**config.mk**
```make
export PLATFORM = sky130hd
export DESIGN_NAME = risc_datapath
export DESIGN_NICKNAME = d
export VERILOG_FILES = /design/src/rtl/risc_datapath.sv
export SDC_FILE = /design/constraint.sdc
export NUM_CORES = 1
export LEC_CHECK = 0
export CORE_UTILIZATION = 51
export CTS_CLUSTER_SIZE = 40
export DETAILED_ROUTE_END_ITERATION = 8
export PLACE_DENSITY = 0.94
export SYNTH_ARGS = -nofsm -noshare
export SYNTH_HDL_FRONTEND = slang
export SYNTH_SLANG_ARGS = --single-unit
```
**constraint.sdc**
```tcl
create_clock -name clk -period 4.2 [get_ports clk]
set_clock_uncertainty 0.15 [all_clocks]
set_input_delay 0.84 -clock clk [delete_from_list [all_inputs] [get_ports clk]]
set_output_delay 0.84 -clock clk [all_outputs]
set_load 0.02 [all_outputs]
```
**src/rtl/risc_datapath.sv**
```systemverilog
// Accumulator datapath: PC, IR, AC, ALU and memory strobes under controller command.
// Optional RISC_DP_CARRY_EN adds a registered ADD carry-out port.
module risc_datapath #(
    parameter int DATA_WIDTH = 8,
    parameter int ADDR_WIDTH = 5
) (
    input  logic                  clk,
    input  logic                  reset,
    input  logic [2:0]            current_state,
    input  logic                  mem_rd,
    input  logic                  load_ir,
    input  logic                  inc_pc,
    input  logic                  load_pc,
    input  logic                  load_ac,
    input  logic                  mem_rw,
    input  logic                  halt,
    input  logic [DATA_WIDTH-1:0] mem_rdata,
    output logic [ADDR_WIDTH-1:0] mem_addr,
    output logic [DATA_WIDTH-1:0] mem_wdata,
    output logic                  mem_re,
    output logic                  mem_we,
    output logic [2:0]            opcode,
    output logic                  zero,
    output logic [ADDR_WIDTH-1:0] pc,
    output logic [DATA_WIDTH-1:0] ac,
`ifdef RISC_DP_CARRY_EN
    output logic                  carry,
`endif
    output logic                  proto_err
);

    localparam logic [2:0] OP_ADD = 3'b010;
    localparam logic [2:0] OP_AND = 3'b011;
    localparam logic [2:0] OP_XOR = 3'b100;
    localparam logic [2:0] OP_LDA = 3'b101;

    logic [ADDR_WIDTH-1:0] pc_q, pc_d;
    logic [DATA_WIDTH-1:0] ir_q, ir_d;
    logic [DATA_WIDTH-1:0] ac_q, ac_d;
    logic                  perr_q, perr_d;
    logic [DATA_WIDTH-1:0] alu_res;
    logic [ADDR_WIDTH-1:0] ir_addr;

    assign ir_addr = ir_q[ADDR_WIDTH-1:0];
    assign opcode  = ir_q[DATA_WIDTH-1 -: 3];

`ifdef RISC_DP_CARRY_EN
    logic              carry_q, carry_d;
    logic [DATA_WIDTH:0] sum;

    assign sum   = {1'b0, ac_q} + {1'b0, mem_rdata};
    assign carry = carry_q;
`endif

    always_comb begin
        alu_res = ac_q;
        unique case (opcode)
`ifdef RISC_DP_CARRY_EN
            OP_ADD:  alu_res = sum[DATA_WIDTH-1:0];
`else
            OP_ADD:  alu_res = ac_q + mem_rdata;
`endif
            OP_AND:  alu_res = ac_q & mem_rdata;
            OP_XOR:  alu_res = ac_q ^ mem_rdata;
            OP_LDA:  alu_res = mem_rdata;
            default: alu_res = ac_q;
        endcase
    end

    // Halt freezes the architectural registers; load_pc outranks inc_pc.
    always_comb begin
        pc_d = pc_q;
        ir_d = ir_q;
        ac_d = ac_q;
        if (!halt) begin
            if (load_pc) begin
                pc_d = ir_addr;
            end else if (inc_pc) begin
                pc_d = pc_q + ADDR_WIDTH'(1);
            end
            if (load_ir) begin
                ir_d = mem_rdata;
            end
            if (load_ac) begin
                ac_d = alu_res;
            end
        end
    end

`ifdef RISC_DP_CARRY_EN
    always_comb begin
        carry_d = carry_q;
        if (!halt && load_ac) begin
            unique case (opcode)
                OP_ADD:                 carry_d = sum[DATA_WIDTH];
                OP_AND, OP_XOR, OP_LDA: carry_d = 1'b0;
                default:                carry_d = carry_q;
            endcase
        end
    end
`endif

    assign perr_d = perr_q | (mem_rd & mem_rw);

    always_ff @(posedge clk) begin
        if (reset) begin
            pc_q   <= '0;
            ir_q   <= '0;
            ac_q   <= '0;
            perr_q <= 1'b0;
`ifdef RISC_DP_CARRY_EN
            carry_q <= 1'b0;
`endif
        end else begin
            pc_q   <= pc_d;
            ir_q   <= ir_d;
            ac_q   <= ac_d;
            perr_q <= perr_d;
`ifdef RISC_DP_CARRY_EN
            carry_q <= carry_d;
`endif
        end
    end

    assign mem_addr  = current_state[2] ? ir_addr : pc_q;
    assign mem_wdata = ac_q;
    assign mem_re    = mem_rd;
    assign mem_we    = mem_rw & ~mem_rd & ~halt & ~reset;
    assign zero      = (ac_q == '0);
    assign pc        = pc_q;
    assign ac        = ac_q;
    assign proto_err = perr_q;

endmodule

```
---- Yosys cells after proc, flatten, opt, wreduce, memory -nomap -nowiden ----
Cells that the tools add are included.
storage, ports and cells
  bits in registers ....................... 22
  bits in writable memories ............... 0
  bits in read-only memories .............. 0
  logic and storage cells ................. 30
  input port bits ......................... 20
  memories kept ........................... 0
  latch bits .............................. 0
  output and inout port bits .............. 33
operators by class
  multipliers ............................. 0
  $lt $le $gt $ge ......................... 0
  bitwise gates (word level) .............. 10
  reduce and logical (&&, ||, !) cells .... 6
  shift-type cells ........................ 0
  divide/modulo/power cells ............... 0
  eq/ne operators ......................... 4
  add/subtract/negate cells ............... 2
  muxes and demuxes ....................... 4
operator list
  operator                                                               number
  8-bit one-hot mux with 4 select lines                                  1
  5-bit 2-to-1 mux                                                       3
  8-bit adder                                                            1
  8-bit bitwise AND                                                      1
  8-bit logical NOT                                                      1
  8-bit bitwise XOR                                                      1
  3-bit by 2-bit equality test with 1-bit output, second input constant  2
  3-bit equality test, second input constant                             2
  5-bit by 1-bit adder with 5-bit output, second input constant          1
  1-bit bitwise AND                                                      4
  2-bit AND reduction                                                    2
  4-bit nonzero test                                                     1
  1-bit NOT                                                              3
  3-bit AND reduction                                                    1
  2-bit nonzero test                                                     1
  1-bit bitwise OR                                                       1

---- Longest topological paths before layout ----
Gate-level depths: netlist (run 1).
  word-level depth ........................ 4
  gate-level depth with buffers ........... 8
  mapped depth without buffers ............ 7

---- Worst setup path after synthesis (run 1) ----
Ideal clock, no wire load.
  kind .................................... input-to-output
  start point ............................. input port reset
  end point ............................... output port mem_we
  path buffers ............................ 1
  path slack .............................. 1.525 ns
  required time ........................... 3.210 ns
  arrival ................................. 1.685 ns
  cell stages on the path ................. 2
  path through ............................ buf_6 nor4b_1
on the way
  longest elaborated chain between the ends .. 2
ends and longest elaborated chain
  element            line  source
  from (decl)        8     input logic reset,
  1-bit NOT          128   assign mem_we = mem_rw & ~mem_rd & ~halt & ~reset;
  1-bit bitwise AND  128
  to (decl)          21    output logic mem_we,
No other way between the ends.

---- Worst setup path in the final report (run 1) ----
  start point ............................. input port halt
  end point ............................... output port mem_we
on the way
  longest elaborated chain between the ends .. 3
ends and longest elaborated chain
  element                         line  source
  from (decl)                     16    input logic halt,
  1-bit NOT (no line)             --
  1-bit bitwise AND (2 in a row)  128
No other way between the ends.

==> impl_summary.md, run 1 <==
Status
The run finished with clean final reports.

STA
Subtracting the final worst setup slack from the clock period gives roughly 3.4 ns. Setup violations remaining at the end of the flow were counted as 0. Measured against its own limit, the worst slew margin works out to between 40% and 50%. The hold violation total from the final report is 0. The worst path uses between 80% and 90% of the clock period. The maximum clock frequency is between 200 and 300 MHz.

Setup repair after global routing left no endpoint under its margin. Setup total negative slack on the finished layout was measured at 0 ns. The actual transition at the worst max-transition pin is about 0.90 ns.

The post-route worst setup slack is between 0.8 and 0.9 ns. The number of max-slew violations in the final report is 0.

Synthesis
In the synthesized netlist the dominant register cell turns out to be dfxtp_1. The count of distinct cell types in the synthesized netlist is 51. Sorting the synthesized cells by area gives the leading types as dfxtp_1, ha_1, mux2_2, buf_4, nor2_1. The post-synth net total is approximately 230. The share of the synthesized area in the top cell type is about a quarter. The register bit total from synthesis is 22. Sequential cells were found to cover around a quarter of the synthesized design area. During synthesis, Yosys emitted a total of 0 warnings.

The biggest area contributor in the post-synthesis netlist is dfxtp_1. In this run the cell area of the synthesized design comes to approximately 1700 um2. The synthesized area per cell is 8.597 um2. The synthesized netlist devotes between 8 and 9% of its cell area to adder and majority cells. The combinational family with the most area after synthesis is compound AO/OA/AOI/OAI gates. Summing the areas of all xor and xnor instances in the mapped netlist gives less than 1% of the synthesized area. Counting flops with an async set or reset pin after synthesis yields a share of 0%. The multiplexer share of the synthesized area is between 10% and 20%. The number of flops mapped to enable cells by yosys is 0. In the synthesized netlist, the number of instances is between 200 and 250. Summing the areas of all compound-gate instances in the mapped netlist gives between 20% and 30% of the synthesized area. The synthesized netlist devotes roughly a fifth of its cell area to simple gates.

Cells and area
Once layout is complete, the cells apart from fillers number roughly 280. The register area is 440.4 um2. The multi-input logic area is around 1100 um2. The share of final-layout standard cells stronger than drive strength 1 is under 10%.

The number of inserted diodes is 0. The filler cells instantiated in the layout total between 200 and 300. At the end of the flow, the number of nets in the layout was between 200 and 300. The area growth from synthesis to layout is 24.47%.

Clock tree
The clock passes through at most 2 buffers. The number of gates given a new drive strength after cts is 0. The number of setup buffers added after CTS is 0. Clock-pin slew was measured on the worst setup and hold paths at 0.11 ns. The cell at the root of the clock tree is clkbuf_4. The number of clock sinks is 22. The total clock buffers created by CTS is 3. The clock tree from TritonCTS is built. The worst-skew pair later-pin latency is ~0.32 ns. Buffers inserted to repair hold after CTS numbered 0. The CTS H-tree depth is 1.

Min path
The worst hold path passes through 2 cells. The class of the tightest hold or removal check is reg -> reg. The worst min-delay path endpoint is proto_err. The startpoint identified for the worst hold timing path is proto_err.

Global route
The number of antenna violations at the first check in global routing is 0. In the global route stage, met2 resource usage came out at around 39%. The total routing usage reported by global routing is approximately a quarter. For this run, global-route usage on met3 was measured as about 3.2%. The via count of the first global-routing pass is ~1500.

The global routing met1 resource utilization is ~33%. The global-route layer with the greatest usage is met2. The first global-routing pass estimated around 6.8 mm of wire. After global routing the overflow that remains totals 0. Entering global routing, the biggest net connects 26 pins.

Route
Dividing the detail-routed wire length by the instance count gives between 15 and 20 um. The number of vias after detailed routing is about 1700. Dividing the detail-routed via count by the number of cells gives 6.018. For this block, the initial DRC count from the detailed router was between 80 and 90.

After detailed routing, the total wire length is 4.161 mm. The number of design rule violations left after detail routing is 0. The detail route stage leaves a number of antenna-violating nets equal to 0. The pre-antenna-repair detailed-routing pass consisted of 4 iterations.

Worst setup path
Data on the critical path arrives at its endpoint at roughly 2.4 ns. The peak fanout along the critical path is 6. The kind of capture point of the worst setup path is a primary output. The critical path starts at halt. The endpoint of the lowest-slack register-to-register path is ac[7].

The worst setup path is of the in -> out kind. At the worst endpoint, the required time is 3.21 ns. The path depth of the worst reg2reg path is 6. STA classifies the critical path startpoint as an input port. The launch point of the worst reg-to-reg path is ir_q[6]. The reg2reg setup slack is roughly 2.0 ns.

Floorplanning
In this run the horizontal extent of the chip is roughly 60 um. The die is around 60 um tall. The placeable core area is about 3100 um2. The starting density of the core is a little under three fifths.

The standard-cell row count is 20. During I/O placement, the number of pins put on the boundary was 53. The die covers approximately 3600 um2.

Placement
Detailed placement ended at an HPWL of 3.043 mm. The port buffer count is 50. The cell count after placement is approximately 270. Before CTS, the worst setup slack after placement is 0.8468 ns. The routability-driven placement congestion ratio is 0.8614.

Run
The count of max-cap constraint violations is 0.

Pwr
The final total power is ~500 uW. Dividing total power by cell area gives a power density of ~230 nW/um2. The leakage power is ~0.79 nW.

The worst-case IR drop observed on VDD is roughly 0.00015 V.
final cells by class:
type                       instances  area share [%]
timing repair buffer              51           23.62
sequential                        22           20.48
inverter                           2          0.3490
multi-input combinational        155           51.95
tap                               44           2.560
clock buffer                       3           1.047
cell usage in the layout (no fill, tap or decap), drive strengths merged, types with 2 or more instances in the layout:
master,instances
ha,10
clkbuf,3
nor3b,2
a32o,2
a31oi,3
inv,2
o31ai,3
nand2,10
o21bai,2
a22oi,3
nor2,28
nand3,6
mux2,11
clkdlybuf4s50,50
nand3b,2
nor2b,4
a211oi,3
dfxtp,22
nor4b,2
o21ai,9
o211ai,3
or4,3
a21oi,17
nor3,3
a221oi,3
a21o,2
mux2i,9
how the worst max path moves through the flow:
stage                   to  slack [ns]  depth (start not counted)
floorplan           mem_we        1.52                          2
global placement    mem_we        0.87                          3
detailed placement  mem_we        0.85                          3
CTS                 mem_we        0.82                          3
global route        mem_we        0.79                          3
finish              mem_we        0.83                          3
cells in the mapped netlist (3+ instances only):
library cell   n
a21oi_1       17
nor3_1         3
ha_1          10
nand3_1        6
a22oi_1        3
nor2_1        25
or4_1          3
mux2i_1        9
a211oi_1       3
nand2_1       10
o21ai_0        9
o211ai_1       3
dfxtp_1       22
nor2b_1        4
a31oi_1        3
mux2_2        11
buf_4         14
logic make-up after synthesis:
logic type      Yosys count
simple gates             66
compound gates           57
buf+inv                  24
flops                    22
mux                      20
fa+ha+maj                11
xor+xnor                  1
layer usage:
layer / vias to the layer above / wire [um]
li1: 801 / -
met1: 783 / 1920
met2: 72 / 1910
met3: 11 / 249
met4: 0 / 82
met5: - / 0
power by group:
group          internal, mW  switching [mW]
registers             0.218          0.0138
logic                0.0805          0.0843
clock network        0.0337          0.0679
metrics by stage:
stage | utilization, % | hold slack [ns] | area (um2)
final | 68.76 | 0.3415 | 2151
after global placement | 68.04 | 0.3127 | 2128
after global routing | 68.76 | 0.3885 | 2151
after CTS | 68.76 | 0.3416 | 2151
after detailed placement | 68.04 | 0.3107 | 2128
after floorplan | - | 0.3067 | 1728
flip-flops by register name, indices dropped and copies added (netlist names):
register   cells
pc             5
ac             8
proto_err      1
ir_q           8
critical path, cell delays in order:
cell and delay, ns:
clkdlybuf4s50_1 0.54, nor4b_1 0.34, clkdlybuf4s50_1 0.66
Note: power is estimated with default switching activity, not from simulation.
==> run 2: changes to the inputs <==
--- a/config.mk
+++ b/config.mk
@@ -5,10 +5,10 @@
 export SDC_FILE = /design/constraint.sdc
 export NUM_CORES = 1
 export LEC_CHECK = 0
-export CORE_UTILIZATION = 51
+export CORE_UTILIZATION = 47
 export CTS_CLUSTER_SIZE = 40
 export DETAILED_ROUTE_END_ITERATION = 8
-export PLACE_DENSITY = 0.94
+export PLACE_DENSITY = 0.88
 export SYNTH_ARGS = -nofsm -noshare
 export SYNTH_HDL_FRONTEND = slang
 export SYNTH_SLANG_ARGS = --single-unit
==> constraint.sdc (replaced) <==
create_clock -name clk -period 3.3 [get_ports clk]
set_clock_uncertainty 0.15 [all_clocks]
set_input_delay 0.66 -clock clk [delete_from_list [all_inputs] [get_ports clk]]
set_output_delay 0.66 -clock clk [all_outputs]
set_load 0.02 [all_outputs]
==> run 2 against run 1 <==
  * Register-to-register slack got worse by 1.0 ns
  * Via count rose by 1.1%
  * Clock power rose by 110%
  * Total power rose by 45%
  * Critical path type unchanged
  * Highest routed layer unchanged
==> impl_summary.md, run 2 (same netlist as run 1, synthesis figures left out) <==
STA
The relative max-transition margin is 51.65% (+12 points). The hold violation total from the final report is 0 (unchanged). The smallest clock period supported by the final layout is computed as roughly 3 ns.

The maximum clock frequency is 335.7 MHz. The post-route worst setup slack is 0.3216 ns (-0.5105 ns). The worst hold-check slack was 0.3455 ns (+0.004073 ns). The setup total negative slack is 0 ns (unchanged).

The actual transition at the worst max-transition pin is 0.7238 ns (-0.1723 ns). In the finished design, the share of the clock period the worst path needs comes to roughly nine tenths. Setup repair after global routing left no endpoint under its margin. The count of final setup violators is 0 (unchanged). The number of max-slew violations in the final report is 0 (unchanged).

Floorplanning
The vertical die dimension is 62.64 um (+4.0%). The overall die area is 3923 um2 (+8.2%). The placeable core area is 3416 um2 (+9.2%).

The standard-cell row count is 21 (+5.0%). The starting density of the core was 50.59% (-4.7 points). The die width is 62.64 um (+4.0%). The I/O pin count is 53 (unchanged).

Route
The number of DRC violations after detailed-routing iteration 0 is 103 (+23%). The number of iterations in the first detailed-routing pass is 5 (+1). The per-cell routed wire length is 15.42 um (+2.7%).

The mean number of vias per cell is 5.954 (-1.1%). The number of design rule violations left after detail routing was 0 (unchanged). The aggregate routed wire length came to 4.365 mm (+4.9%). The number of vias after detailed routing is 1685 (+1.1%). The remaining antenna violation count is 0 (unchanged).

Global route
The final global-route overflow total is 0 (unchanged). The via count of the first global-routing pass came to 1517 (+1.9%). The global-route wire length before repair is 7.465 mm (+10%). The total routing usage reported by global routing is 23.26% (-1.2 points).

The largest net degree at the start of global routing is 26 (unchanged). The number of antenna violations at the first check in global routing is 0 (unchanged).

Pwr
The leakage power came to 0.8225 nW (+3.7%). The power density of the placed cells came to 328.1 nW/um2 (+42%). The maximum resistive drop on vdd is 0.0001881 V (+29%). The final total power was 723.7 uW (+45%).

Clock tree
The total clock buffers created by CTS was 3 (unchanged). The worst-skew pair later-pin latency is 0.32 ns (about the same). The buffer levels on the longest clock path is 2 (unchanged). TritonCTS built the clock tree. The count of buffers added by post-CTS timing repair for setup came to 0 (unchanged).

The CTS clock-pin slew for the worst setup and hold paths is 0.13 ns (+0.02 ns). The number of clock sinks is 22 (unchanged). The cell at the root of the clock tree is clkbuf_4. The number of hold-repair buffers added at the cts stage came to 0 (unchanged).

The number of gates given a new drive strength after cts is 0 (unchanged). The CTS H-tree depth came to 1 (unchanged).

Cells and area
The share of final-layout standard cells stronger than drive strength 1 is 11.39% (+1.5 points). The library cell used most frequently in the layout, excluding fill and tap cells, is clkdlybuf4s50_1. The number of inserted diodes came to 0 (unchanged). The final net count is 269 (+1.1%). The final design area excluding fillers came to 2206 um2 (+2.6%).

The post-route non-filler standard cell count is 283 (+2.2%). The register area is 440.4 um2 (unchanged). Relative to the synthesized area, the layout overhead comes to 27.66%. The multi-input logic area is 1117 um2 (unchanged). The filler cell count in the final layout was 303 (+16%). The core occupancy in the finished layout was 64.58% (-4.2 points). The top cell types in the final layout, fill and taps aside, are clkdlybuf4s50_1, nor2_1, dfxtp_1.

Min path
The worst hold path belongs to the class reg -> reg. The worst hold path begins at proto_err. The number of cells traversed by the worst hold path came to 2 (unchanged).

The worst min-delay path endpoint is proto_err.

Worst setup path
The number of gates on the worst path with buffers counted is 3 (unchanged). The endpoint of the lowest-slack register-to-register path is ac[5]. The path depth of the worst reg2reg path is 7 (+1). STA classifies the critical path endpoint as a primary output. Walking the worst path, the cells encountered are clkdlybuf4s50_1 -> mux2_2 -> clkdlybuf4s50_1. The endpoint arrival time on the critical path is 2.17 ns (-0.21 ns). The launch point of the worst reg-to-reg path is ir_q[6]. The stage delay of the slowest cell on the critical path is 0.60 ns (-0.06 ns). The setup path with the least slack is of type in -> out. The most repeated library cell on the critical path is clkdlybuf4s50_1. The peak fanout along the critical path is 5 (-1). The reg2reg setup slack is 1.00 ns (-1.00 ns). The slowest stage of the critical path belongs to the cell clkdlybuf4s50_1. The required time of the critical path is 2.49 ns (-0.72 ns). The kind of cell with the highest combined delay along the critical path is buffers and inverters. The number of buffer and inverter stages on the critical path was 2 (unchanged). The kind of start point of the critical path is an input port.

Placement
The routability-driven placement congestion ratio is 0.8815 (+2.3%). The port buffer count is 50 (unchanged). The cell count after placement is 279 (+1.8%). The placed standard-cell area is 2153 um2 (+1.2%). The placed wire-length estimate came to 3.199 mm (+5.1%). The worst setup timing slack at the placement stage is 0.3152 ns (-0.5316 ns).

Run
The count of max-cap constraint violations is 0 (unchanged).

Status
The run finished with clean final reports.
[run 2: changes by cell type in the layout (fill, tap and decap cells not counted)]
| cell | delta |
|---|---|
| bufinv_16 | +1 |
| buf_4 | +3 |
[run 2: worst max path at each step]
stage | start | end | slack, ns
after global placement | current_state[2] | mem_addr[3] | 0.35
after floorplan | reset | mem_we | 0.98
after CTS | current_state[2] | mem_addr[4] | 0.32
after global routing | current_state[2] | mem_addr[1] | 0.27
final | current_state[2] | mem_addr[3] | 0.32
after detailed placement | current_state[2] | mem_addr[4] | 0.32
[run 2: worst min-delay path: stages (launching register included)]
cell	delay (ns)
dfxtp_1	0.36
a21oi_1	0.05
nor2_1	0.07
[run 2: per-layer routing]
metal  part of all wire [%]  up-vias  global-route usage [%]
li1                       -      812                       -
met1                     43      766                   32.55
met2                     48      100                   37.50
met3                    8.1        7                   2.190
met4                    1.6        0                   6.977
met5                      0        -                       0
[run 2: final cells by class]
| type | count | area share (%) |
|---|---|---|
| Tap cell | 46 | 2.609 |
| Multi-Input combinational cell | 155 | 50.65 |
| Timing Repair Buffer | 54 | 24.05 |
| Clock buffer | 3 | 1.021 |
| Sequential cell | 22 | 19.97 |
| Inverter | 2 | 0.3403 |
| Clock inverter | 1 | 1.361 |
[run 2: power breakdown]
group | switching (mW) | internal (mW)
sequential | 0.0156 | 0.278
combinational | 0.109 | 0.104
clock | 0.0936 | 0.123
